--- config.mk ---
export PLATFORM = sky130hd
export DESIGN_NAME = s_z_extend_flat
export DESIGN_NICKNAME = d
export VERILOG_FILES = /design/src/rtl/s_z_extend_if.sv /design/src/rtl/s_z_extend.sv /design/src/flat_wrapper.sv
export SDC_FILE = /design/constraint.sdc
export NUM_CORES = 1
export LEC_CHECK = 0
export BUFFER_PORTS_ARGS = -buffer_cell sky130_fd_sc_hd__buf_4
export CORE_UTILIZATION = 34
export CTS_BUF_LIST = sky130_fd_sc_hd__clkbuf_8 sky130_fd_sc_hd__clkbuf_16
export CTS_CLUSTER_SIZE = 10
export DETAILED_ROUTE_END_ITERATION = 12
export GPL_ROUTABILITY_DRIVEN = 0
export PLACE_DENSITY = 0.76
export SYNTH_ARGS = -nofsm -noshare
export SYNTH_HDL_FRONTEND = slang
export SYNTH_SLANG_ARGS = --single-unit
--- constraint.sdc ---
create_clock -name clk -period 1 [get_ports clk]
set_clock_uncertainty 0.2 [all_clocks]
set_input_delay 0.05 -clock clk [delete_from_list [all_inputs] [get_ports clk]]
set_output_delay 0.05 -clock clk [all_outputs]
set_load 0.02 [all_outputs]
--- src/rtl/s_z_extend_if.sv ---
// Bus bundle for the immediate extender: raw immediate in, combinational and
// registered extended values out.
interface s_z_extend_if #(
  parameter int IN_W  = 16,
  parameter int OUT_W = 32
);
  logic             in_valid;
  logic             sext;
  logic [IN_W-1:0]  immediate;
  logic [OUT_W-1:0] extendImmediate;
  logic [OUT_W-1:0] ext_q;
  logic             ext_valid;

  modport master (
    output in_valid, sext, immediate,
    input  extendImmediate, ext_q, ext_valid
  );

  modport slave (
    input  in_valid, sext, immediate,
    output extendImmediate, ext_q, ext_valid
  );
endinterface

--- src/rtl/s_z_extend.sv ---
// Sign/zero extender for I-type immediates: zero-latency combinational result
// plus a one-cycle registered copy with a valid flag.
module s_z_extend #(
  parameter int IN_W  = 16,
  parameter int OUT_W = 32
) (
  input  logic         clk,
  input  logic         rst,
  s_z_extend_if.slave  bus
);

  generate
    if (OUT_W < IN_W) begin : g_width_check
      $error("s_z_extend: OUT_W must be >= IN_W");
    end
  endgenerate

  logic [OUT_W-1:0] ext_comb;
  logic [OUT_W-1:0] ext_data_q, ext_data_d;
  logic             ext_valid_q, ext_valid_d;

  assign ext_comb[IN_W-1:0] = bus.immediate;

  // One fill bit per upper position; the loop is empty when OUT_W == IN_W.
  genvar gi;
  generate
    for (gi = IN_W; gi < OUT_W; gi++) begin : g_fill
      assign ext_comb[gi] = bus.sext & bus.immediate[IN_W-1];
    end
  endgenerate

  always_comb begin
    ext_data_d  = ext_data_q;
    ext_valid_d = bus.in_valid;
    if (bus.in_valid) begin
      ext_data_d = ext_comb;
    end
  end

  always_ff @(posedge clk) begin
    if (rst) begin
      ext_data_q  <= '0;
      ext_valid_q <= 1'b0;
    end else begin
      ext_data_q  <= ext_data_d;
      ext_valid_q <= ext_valid_d;
    end
  end

  assign bus.extendImmediate = ext_comb;
  assign bus.ext_q           = ext_data_q;
  assign bus.ext_valid       = ext_valid_q;

endmodule

--- src/flat_wrapper.sv ---
// flat-port wrapper written by rule: the top's interface ports become plain ports
module s_z_extend_flat 
#(
  parameter int IN_W  = 16,
  parameter int OUT_W = 32
)
  (clk, rst, bus_in_valid, bus_sext, bus_immediate, bus_extendImmediate, bus_ext_q, bus_ext_valid);
  s_z_extend_if #(.IN_W(IN_W), .OUT_W(OUT_W)) bus_i ();
  input  logic clk;
  input  logic rst;
  input wire logic [$bits(bus_i.in_valid)-1:0] bus_in_valid;
  input wire logic [$bits(bus_i.sext)-1:0] bus_sext;
  input wire logic [$bits(bus_i.immediate)-1:0] bus_immediate;
  output wire logic [$bits(bus_i.extendImmediate)-1:0] bus_extendImmediate;
  output wire logic [$bits(bus_i.ext_q)-1:0] bus_ext_q;
  output wire logic [$bits(bus_i.ext_valid)-1:0] bus_ext_valid;
  assign bus_i.in_valid = bus_in_valid;
  assign bus_i.sext = bus_sext;
  assign bus_i.immediate = bus_immediate;
  assign bus_extendImmediate = bus_i.extendImmediate;
  assign bus_ext_q = bus_i.ext_q;
  assign bus_ext_valid = bus_i.ext_valid;
  s_z_extend #(.IN_W(IN_W), .OUT_W(OUT_W)) u_core (.clk(clk), .rst(rst), .bus(bus_i));
endmodule
==> results of run 1 <==
through the flow:
stage | hold slack [ps] | cell area (sq um) | setup WS (ps) | total power (uW) | TNS (ps)
after floorplan | -2.80 | 1000 | 15.8 | 1200 | 0
after global placement | 61.8 | 1310 | 87.7 | 1340 | 0
after detailed placement | 69.4 | 1310 | 67.8 | 1350 | 0
after CTS | -197 | 1540 | -147 | 1980 | -2350
after global routing | -192 | 1540 | -167 | 2050 | -2640
final | -190 | 1540 | -138 | 1960 | -2170
metal layers:
metal | wire, um | track usage (%) | up-vias
li1 | - | - | 391
met2 | 1000 | 24.5 | 62
met5 | 0 | 0 | -
met3 | 254 | 3.72 | 4
met1 | 652 | 10.0 | 349
met4 | 23 | 5.23 | 0
where the power goes:
| group | internal (uW) | leakage (uW) | switching [uW] |
|---|---|---|---|
| Sequential | 764 | 0.000154 | 22.6 |
| Combinational | 297 | 0.000643 | 300 |
| Clock | 349 | 0.0000288 | 226 |
state kept, by name, summed over array words and instances (netlist names):
register              flops
u_core.bus.ext_valid      1
u_core.bus.ext_q         17
worst min path at each step:
stage	from	endpoint	cells after the start	slack, ps
global placement	rst	u_core.bus.ext_valid	2	60
detailed placement	rst	u_core.bus.ext_valid	2	70
CTS	rst	u_core.bus.ext_valid	2	-200
finish	rst	u_core.bus.ext_valid	2	-190
floorplan	bus_immediate[0]	u_core.bus.ext_q[0]	2	-3
global route	rst	u_core.bus.ext_valid	2	-190
kinds of logic (layout without fill, tap and decap cells):
| kind of cell | count (synthesis) | in the layout |
|---|---|---|
| DFF | 18 | 18 |
| muxes | 16 | 16 |
| AOI/OAI and AO/OA | 1 | 1 |
| and+or+nand+nor | 19 | 19 |
| buffers and inverters | 50 | 104 |
placed cells by master, fill, tap and decap left out:
cell type and n:
sky130_fd_sc_hd__buf_8 1, sky130_fd_sc_hd__a21o_1 1, sky130_fd_sc_hd__clkbuf_8 4, sky130_fd_sc_hd__nor3b_1 1, sky130_fd_sc_hd__and2_2 1, sky130_fd_sc_hd__dfxtp_2 14, sky130_fd_sc_hd__nor2b_2 1, sky130_fd_sc_hd__buf_4 82
sky130_fd_sc_hd__buf_6 2, sky130_fd_sc_hd__dlygate4sd3_1 14, sky130_fd_sc_hd__dfxtp_4 1, sky130_fd_sc_hd__mux2i_1 16, sky130_fd_sc_hd__dfxtp_1 3, sky130_fd_sc_hd__nor2_1 16, sky130_fd_sc_hd__buf_12 1
final cells by class:
class / count / area, sq um / area share, %
timing repair buffer: 100 / 813 / 52.8
sequential: 18 / 382 / 24.8
multi-input combinational: 36 / 251 / 16.3
clock buffer: 4 / 55.1 / 3.57
tap: 31 / 38.8 / 2.52
cell usage after synthesis:
| cell | count | area share, % |
|---|---|---|
| sky130_fd_sc_hd__buf_12 | 1 | 2.0 |
| sky130_fd_sc_hd__dfxtp_1 | 18 | 36 |
| sky130_fd_sc_hd__nor2b_2 | 1 | 0.88 |
| sky130_fd_sc_hd__buf_2 | 2 | 1.0 |
| sky130_fd_sc_hd__nor3b_1 | 1 | 0.75 |
| sky130_fd_sc_hd__buf_4 | 46 | 35 |
| sky130_fd_sc_hd__nor2_1 | 16 | 6.0 |
| sky130_fd_sc_hd__a21o_1 | 1 | 0.75 |
| sky130_fd_sc_hd__and2_1 | 1 | 0.63 |
| sky130_fd_sc_hd__buf_6 | 1 | 1.1 |
| sky130_fd_sc_hd__mux2i_1 | 16 | 16 |
repair_timing:
item	CTS	global route
setup buffers	0	0
endpoints found under the setup margin	16	32
gates resized for setup	2	16
pin swaps	0	1
endpoints found under the hold margin	18	18
==> run summary, run 1 <==
Stages on worst setup path = 2
fraction of the mapped netlist area in simple logic gates = 8.28%
worst hold margin = -190 ps
Max stage delay cell, worst path = sky130_fd_sc_hd__dfxtp_4
sequential fraction of the synthesis area = 36.1%
Crit. End Element = output port
maximum number of pins on one net before global-route repair = 19
reg-to-reg endpoint = u_core.bus.ext_q[16]
cells along the critical path = buf_8 > buf_4
DR pass1 iterations = 2
final core utilization = 55.9%
overall global routing resource usage = 11.9%
max capacitance violation total = 0
GRT overflow = 0
Final Max Tran Viols = 0
via count = 806
number of buffer and inverter stages on the critical path = 2
CP arrival = 890 ps
number of buffers added by the clock tree synthesis step = 3
count of non-filler cells in the finished layout = 189
CTS tree = done
number of nets in the finished design = 179
floorplan die area = 3150 sq um
Setup CP Type = flip-flop to output port
number of endpoints with negative hold slack in the final report = 18
total wire length after detailed routing = 1930 um
number of I/O pins = 85
syn nets = 124
crit path launch type = flip-flop
Synth Warn # = 0
unrepaired setup endpoints after global routing = yes
average cell area after synthesis = 9.59 sq um
delay-heaviest family, CP = flip-flops
fraction of synthesized area in multiplexers = 16.1%
initial antenna violation count = 0
gate count of the mapped netlist = 104
wire length of the first global-routing pass = 2910 um
synthesis-stage register bit count = 18
Period Utilization, post-route = 114%
clock-pin slew of the registers on the worst-case setup and hold paths = 70 ps
final HPWL from detailed placement = 1370 um
launch point of the worst path = u_core.bus.ext_q[16]
Core Box Area = 2760 sq um
clk_lat worst skew = 250 ps
Tightest Pin Transition = 279 ps
Max-Slew Margin vs Limit = 81.4%
ratio of total power to cell area = 1270 nW/um^2
compound-gate portion of the synthesized area = 0.753%
ratio of cells with drive above 1 in the final layout = 67.7%
run status = finished, violations left
slack of the worst reg-to-reg path = 70 ps
Die Width = 56.2 um
depth of the worst register-to-register path = 2
clock root buffer = sky130_fd_sc_hd__clkbuf_8
Min Clock Period, post-route = 1140 ps
number of placed instances with taps included = 171
remaining antenna violation count = 0
drt drc = 0
# H-tree levels = 1
leakage power = 0.000826 uW
last element of the critical path = bus_ext_q[18]
Placement Rows = 19
post-synthesis instance area = 997 sq um
xor-xnor portion of the synthesized cell area = 0%
Syn-to-layout area delta = 54.5%
failing checks = hold timing, setup timing
Vert. Die Dim = 56.2 um
peak supply drop = 0.791 mV
via/cell ratio = 4.26
crit-path max FO = 16
data required time at the worst endpoint = 750 ps
initial standard-cell utilization of the core = 36.2%
routed length per instance = 10.2 um
sinks on the clock net = 18
setup ws final = -138 ps
Antenna Cells = 0
combinational family with the most area after synthesis = buffers and inverters
launch point of the worst reg-to-reg path = u_core.bus.ext_q[16]
count of buffers inserted at the top-level ports = 84
clock buffer depth = 2
Synth Area in Adders = 0%
kind of path behind the tightest hold check = input port to flip-flop
via count of the first global-routing pass = 719
Starting DRT DRC Count = 1
peak clock frequency supported by timing = 0.879 GHz
number of endpoints failing setup at the final stage = 16
Max stage delay on crit path = 350 ps
number of hold buffers added after cts = 16
filler cell count = 242
Yosys cell types = 11
(Power assumes the default switching activity.)
==> run 2, diff against run 1 <==
Settings changed: ABC_AREA set to 1, CORE_UTILIZATION 34 to 35, PLACE_DENSITY 0.76 to 0.75.
==> run 2 against run 1 <==
  * Largest cell class unchanged
  * Critical path type unchanged
  * Fmax is 3.4% higher
  * First-iteration DRC count grew to 41 times the previous value
  * Register-to-register slack better by 80 ps
  * The run ends with DRC, hold timing, setup timing left
  * Clock power is 2% higher
  * Cell count is 34% higher
  * Count of clock-buffer cells in the layout stayed put
  * Utilization is 2.5 points lower
  * Sequential power is 1% higher
  * Design area is 5.0% higher
  * Synthesized area is 11% higher
==> run summary, run 2 <==
filler cell count = 322 (+33%)
GRT overflow = 0 (unchanged)
max capacitance violation total = 0 (unchanged)
count of buffers inserted at the top-level ports = 84 (unchanged)
Antenna Cells = 0 (unchanged)
floorplan die area = 3390 sq um (+7.4%)
Final Max Tran Viols = 0 (unchanged)
via count of the first global-routing pass = 751 (+4.5%)
top cells by instance count after synthesis = 47 x sky130_fd_sc_hd__buf_4, 35 x sky130_fd_sc_hd__nand2_1, 31 x sky130_fd_sc_hd__nor2_1, 18 x sky130_fd_sc_hd__dfxtp_1, 18 x sky130_fd_sc_hd__inv_1
Period Utilization, post-route = 110% (-3.7 points)
xor-xnor portion of the synthesized cell area = 0% (unchanged)
largest area contributor in the netlist = sky130_fd_sc_hd__dfxtp_1
Placement Rows = 20 (+1)
commonest cells after routing, fill and taps aside = 84 x sky130_fd_sc_hd__buf_4, 34 x sky130_fd_sc_hd__nand2_1, 31 x sky130_fd_sc_hd__nor2_1
initial standard-cell utilization of the core = 36.5% (+0.33 points)
Vert. Die Dim = 58.2 um (+3.6%)
Crit. End Element = output port
Starting DRT DRC Count = 41 (+40)
unrepaired setup endpoints after global routing = yes
Max stage delay cell, worst path = sky130_fd_sc_hd__dfxtp_4
syn nets = 177 (+43%)
failing checks = DRC, hold timing, setup timing
Die Width = 58.2 um (+3.6%)
Post-Route Setup TNS = -1580 ps (+583 ps)
DR pass1 iterations = 10 (+8)
cells along the critical path = buf_4
setup ws final = -101 ps (+37.3 ps)
run status = finished, violations left
Yosys cell types = 11 (unchanged)
Synth Area in Adders = 0% (unchanged)
CTS tree = done
Max stage delay on crit path = 430 ps (+80 ps)
total wire length after detailed routing = 2170 um (+13%)
number of buffer and inverter stages on the critical path = 1 (-1)
top-count cell post-synth = sky130_fd_sc_hd__buf_4
worst hold margin = -229 ps (-38.2 ps)
number of placed instances with taps included = 234 (+37%)
clock buffer depth = 2 (unchanged)
drt drc = 1 (+1)
routed length per instance = 8.56 um (-16%)
number of I/O pins = 85 (unchanged)
sequential fraction of the synthesis area = 32.6% (-3.5 points)
count of non-filler cells in the finished layout = 254 (+34%)
kind of path behind the tightest hold check = input port to flip-flop
sinks on the clock net = 18 (unchanged)
number of endpoints failing setup at the final stage = 16 (unchanged)
Synth Warn # = 0 (unchanged)
wire length of the first global-routing pass = 3060 um (+5.2%)
clock root buffer = sky130_fd_sc_hd__clkbuf_8
combinational family with the most area after synthesis = buffers and inverters
number of nets in the finished design = 231 (+29%)
Min Clock Period, post-route = 1100 ps (-37.3 ps)
fraction of the mapped netlist area in simple logic gates = 24.0% (+16 points)
ratio of total power to cell area = 1250 nW/um^2 (-2.0%)
via/cell ratio = 3.86 (-9.5%)
clk_lat worst skew = 250 ps (about the same)
Core Box Area = 3030 sq um (+9.8%)
fraction of synthesized area in multiplexers = 0% (-16 points)
remaining antenna violation count = 0 (unchanged)
ys async rst share = 0% (unchanged)
initial antenna violation count = 0 (unchanged)
placed cell area = 1380 sq um (+5.4%)
most frequent standard cell in the layout excluding fill and tap cells = sky130_fd_sc_hd__buf_4
via count = 980 (+22%)
crit path launch type = flip-flop
leakage power = 0.000922 uW (+12%)
peak supply drop = 0.457 mV (-42%)
Post-synth top flop = sky130_fd_sc_hd__dfxtp_1
Setup CP Type = flip-flop to output port
Layout Cell Area excl Fill = 1620 sq um (+5.0%)
overall global routing resource usage = 12.0% (+0.094 points)
# H-tree levels = 1 (unchanged)
crit-path max FO = 17 (+1)
Syn-to-layout area delta = 46.3%
peak clock frequency supported by timing = 0.909 GHz (+3.4%)
CP arrival = 850 ps (-40 ps)
gate count of the mapped netlist = 157 (+51%)
number of flip-flops under the largest register name = 17 (unchanged)
delay-heaviest family, CP = flip-flops
synthesis-stage register bit count = 18 (unchanged)
average cell area after synthesis = 7.04 sq um (-27%)
top-area cell type share of the netlist area = 32.6% (-3.5 points)
post-synthesis instance area = 1100 sq um (+11%)
compound-gate portion of the synthesized area = 0% (-0.75 points)
number of enable-type register cells in the synthesized netlist = 0 (unchanged)
Max-Slew Margin vs Limit = 79.7% (-1.7 points)
data required time at the worst endpoint = 750 ps (about the same)
sequential standard cell area = 377 sq um (-1.3%)
clock-pin slew of the registers on the worst-case setup and hold paths = 70 ps (about the same)
Area contributors post-synth = sky130_fd_sc_hd__dfxtp_1 33%, sky130_fd_sc_hd__buf_4 32%, sky130_fd_sc_hd__nand2_1 12%
number of buffers added by the clock tree synthesis step = 3 (unchanged)
number of endpoints with negative hold slack in the final report = 18 (unchanged)
final HPWL from detailed placement = 1380 um (+0.79%)
footprint of the multi-input gates = 268 sq um (+6.5%)
Tightest Pin Transition = 305 ps (+25.8 ps)
ratio of cells with drive above 1 in the final layout = 51.0% (-17 points)
maximum number of pins on one net before global-route repair = 34 (+15)
## run 2: changes by cell type in the layout (fill, tap and decap cells not counted), sizes merged
cell         previous run  this run
mux2i                  16         0
a21o                    1         0
dlygate4sd3            14        13
and2                    1         0
nor2                   16        33
nand2                   0        35
buf                    86        85
nor3b                   1         0
nand3                   0         1
clkinvlp                0         3
inv                     0        18
nor2b                   1         0
## run 2: kinds of logic (layout without fill, tap and decap cells)
| family | count (synthesis) | in the layout |
|---|---|---|
| DFF | 18 | 18 |
| buffers and inverters | 70 | 123 |
| and+or+nand+nor | 69 | 69 |
## run 2: final cells by class
| type | instances | area share [%] |
|---|---|---|
| Timing Repair inverter | 2 | 0.929 |
| Sequential cell | 18 | 23.3 |
| Tap cell | 44 | 3.41 |
| Inverter | 19 | 4.64 |
| Clock buffer | 4 | 3.41 |
| Timing Repair Buffer | 98 | 47.8 |
| Multi-Input combinational cell | 69 | 16.6 |
## run 2: worst paths after layout
check | startpoint | endpoint | slack [ps] | depth (start not counted)
worst max-delay path | u_core.bus.ext_q[16] | bus_ext_q[22] | -100 | 1
worst min register to register | u_core.bus.ext_q[8] | u_core.bus.ext_q[8] | 270 | 2
worst max register to register | u_core.bus.ext_q[16] | u_core.bus.ext_q[16] | 150 | 2
worst min-delay path | rst | u_core.bus.ext_valid | -230 | 2
## run 2: power breakdown
| group | switching (uW) | leakage (uW) | internal (uW) |
|---|---|---|---|
| clock | 235 | 0.0000288 | 349 |
| sequential | 28.6 | 0.000153 | 770 |
| combinational | 340 | 0.000740 | 294 |
| total | 603 | 0.000922 | 1410 |
## run 2: timing repair
action                     CTS  global route
hold endpoints to repair    18            13
gates cloned                 0             2
setup endpoints to repair   16            47
hold buffers                16             2
gates resized for setup      1            15
buffers inserted             0             1
## run 2: layer usage
metal	vias to the layer above	share of wire, %	track usage (%)	wire length (um)
met1	416	40	12.6	863
met5	-	0	0	0
li1	513	-	-	-
met4	0	0	6.12	0
met2	51	52	21.8	1140
met3	0	7.9	3.13	171
## run 2: through the flow
stage	power, uW	util [%]	hold WS [ps]	setup WS [ps]
3_3_place_gp	1390	45.7	35.7	48.9
5_1_grt	2140	53.4	-239	-152
3_5_place_dp	1390	45.7	34.3	25.3
4_1_cts	2030	52.9	-237	-117
2_1_floorplan	1250	-	-76.7	55.6
6_report	2020	53.4	-229	-101
==> run 3, diff against run 2 <==
Settings changed: SETUP_SLACK_MARGIN set to 0.02.
==> run 3 against run 2 <==
  * The run still ends with DRC, hold timing, setup timing left
  * Sequential power is 2% higher
  * Worst hold slack better by 1.5 ps
  * Global-route usage grew 0.61 points
  * Non-clock buffer count shrank 7
  * Combinational power hardly changed
  * Worst setup slack about the same
  * Critical path depth unchanged
  * Count of clock-buffer cells in the layout unchanged
  * Sequential share of layout area is 0.67 points higher
  * Critical endpoint unchanged
  * Largest cell class unchanged
==> run summary, run 3 (synthesis results as in run 2) <==
most frequent standard cell in the layout excluding fill and tap cells = sky130_fd_sc_hd__buf_4
CP arrival = 850 ps (about the same)
Antenna Cells = 0 (unchanged)
Max stage delay on crit path = 430 ps (about the same)
slack of the worst reg-to-reg path = 150 ps (about the same)
instance count along the most critical hold path = 2 (unchanged)
layer with the highest usage = met2
Syn-to-layout area delta = 45.1%
clock root buffer = sky130_fd_sc_hd__clkbuf_8
peak clock frequency supported by timing = 0.908 GHz (about the same)
launch point of the worst reg-to-reg path = u_core.bus.ext_q[16]
overall global routing resource usage = 12.6% (+0.61 points)
crit path launch type = flip-flop
# H-tree levels = 1 (unchanged)
data required time at the worst endpoint = 750 ps (about the same)
leakage power = 0.000909 uW (-1.5%)
drt drc = 1 (unchanged)
Setup CP Type = flip-flop to output port
ratio of total power to cell area = 1260 nW/um^2 (+1.4%)
final core utilization = 52.9% (-0.45 points)
number of flip-flops under the largest register name = 17 (unchanged)
number of buffer and inverter stages on the critical path = 1 (unchanged)
peak supply drop = 0.459 mV (+0.34%)
count of buffers inserted at the top-level ports = 84 (unchanged)
Vert. Die Dim = 58.2 um (unchanged)
unrepaired setup endpoints after global routing = yes
met1 routing resource usage after global routing = 12.9% (+0.27 points)
Crit. End Element = output port
DR pass1 iterations = 8 (-2)
number of endpoints with negative hold slack in the final report = 18 (unchanged)
sequential standard cell area = 384 sq um (+2.0%)
met2 Usage GRT = 23.8% (+2.0 points)
last element of the critical path = bus_ext_q[22]
number of nets in the finished design = 223 (-3.5%)
kind of path behind the tightest hold check = input port to flip-flop
routed length per instance = 8.72 um (+1.9%)
Max stage delay cell, worst path = sky130_fd_sc_hd__dfxtp_4
setup ws final = -101 ps (-0.293 ps)
commonest cells after routing, fill and taps aside = 69 x sky130_fd_sc_hd__buf_4, 34 x sky130_fd_sc_hd__nand2_1, 31 x sky130_fd_sc_hd__nor2_1
Period Utilization, post-route = 110% (about the same)
delay-heaviest family, CP = flip-flops
sinks on the clock net = 18 (unchanged)
floorplan die area = 3390 sq um (unchanged)
cells along the critical path = buf_4
worst hold margin = -227 ps (+1.52 ps)
met3 usage in global routing = 2.90% (-0.22 points)
clock buffer depth = 2 (unchanged)
Max-Slew Margin vs Limit = 79.7% (about the same)
initial standard-cell utilization of the core = 36.5% (unchanged)
filler cell count = 310 (-3.7%)
launch point of the worst path = u_core.bus.ext_q[16]
Min Clock Period, post-route = 1100 ps (+0.293 ps)
via/cell ratio = 3.83 (-0.65%)
CTS tree = done
reg-to-reg endpoint = u_core.bus.ext_q[16]
crit-path max FO = 17 (unchanged)
Starting DRT DRC Count = 26 (-37%)
Tightest Pin Transition = 304 ps (-0.718 ps)
number of I/O pins = 85 (unchanged)
failing checks = DRC, hold timing, setup timing
Die Width = 58.2 um (unchanged)
maximum number of pins on one net before global-route repair = 34 (unchanged)
footprint of the multi-input gates = 268 sq um (unchanged)
Placement Rows = 20 (unchanged)
final HPWL from detailed placement = 1380 um (unchanged)
run status = finished, violations left
GRT overflow = 0 (unchanged)
initial antenna violation count = 0 (unchanged)
ratio of cells with drive above 1 in the final layout = 55.4% (+4.5 points)
clk_lat worst skew = 250 ps (about the same)
clock-pin slew of the registers on the worst-case setup and hold paths = 70 ps (about the same)
via count of the first global-routing pass = 783 (+4.3%)
Final Max Tran Viols = 0 (unchanged)
power consumption = 2030 uW (+0.58%)
via count = 943 (-3.8%)
Stages on worst setup path = 1 (unchanged)
total wire length after detailed routing = 2150 um (-1.3%)
number of endpoints failing setup at the final stage = 16 (unchanged)
max capacitance violation total = 0 (unchanged)
number of buffers added by the clock tree synthesis step = 3 (unchanged)
wire length of the first global-routing pass = 3220 um (+5.0%)
remaining antenna violation count = 0 (unchanged)
depth of the worst register-to-register path = 2 (unchanged)
Core Box Area = 3030 sq um (unchanged)
[run 3: changes by cell type in the layout (fill, tap and decap cells not counted), sizes merged]
cell	previous run	this run
clkinvlp	3	2
dlygate4sd3	13	6
[run 3: routing by layer]
| metal | vias to the layer above | share of wire [%] | wire length [um] |
|---|---|---|---|
| li1 | 494 | - | - |
| met1 | 402 | 40 | 865 |
| met2 | 47 | 53 | 1140 |
| met3 | 0 | 6.7 | 143 |
| met4 | 0 | 0 | 0 |
| met5 | - | 0 | 0 |
[run 3: final cells by class]
cell class,count,share of cell area [%]
timing repair buffer,91,47.3
inverter,19,4.68
tap,44,3.43
sequential,18,24.0
timing repair inverter,1,0.468
multi-input combinational,69,16.7
clock buffer,4,3.43
[run 3: stage by stage]
| stage | hold slack [ps] | TNS, ps | instance area, sq um | std cells | setup slack [ps] |
|---|---|---|---|---|---|
| global route | -239 | -2390 | 1600 | 246 | -152 |
| finish | -227 | -1590 | 1600 | 246 | -101 |
| detailed placement | 34.3 | 0 | 1380 | 234 | 25.3 |
| floorplan | -76.7 | 0 | 1110 | 157 | 55.6 |
| global placement | 35.7 | 0 | 1380 | 234 | 48.9 |
| CTS | -237 | -1840 | 1650 | 254 | -117 |
[run 3: worst register-to-register path, delay by kind of cell (launching register included)]
kind / cells / cell delay (ps)
DFF: 1 / 430
and+or+nand+nor: 2 / 160
[run 3: worst min-delay path by stage]
stage / from / to / slack (ps)
after global routing: rst / u_core.bus.ext_valid / -240
after global placement: rst / u_core.bus.ext_valid / 40
final: rst / u_core.bus.ext_valid / -230
after CTS: rst / u_core.bus.ext_valid / -240
after floorplan: rst / u_core.bus.ext_valid / -80
after detailed placement: rst / u_core.bus.ext_valid / 30
[run 3: report_power, final]
group / total [uW] / switching, uW / internal [uW] / leakage (uW)
Clock: 583 / 234 / 349 / 0.0000288
Combinational: 634 / 334 / 300 / 0.000725
Sequential: 811 / 37.1 / 773 / 0.000155
[run 3: timing repair]
action / CTS / global route
pin swaps: 0 / 0
cloned: 0 / 1
endpoints found under the setup margin: 25 / 59
hold endpoints to repair: 18 / 17
hold buffers: 16 / 4
buffers inserted: 0 / 1
gates resized for setup: 18 / 18
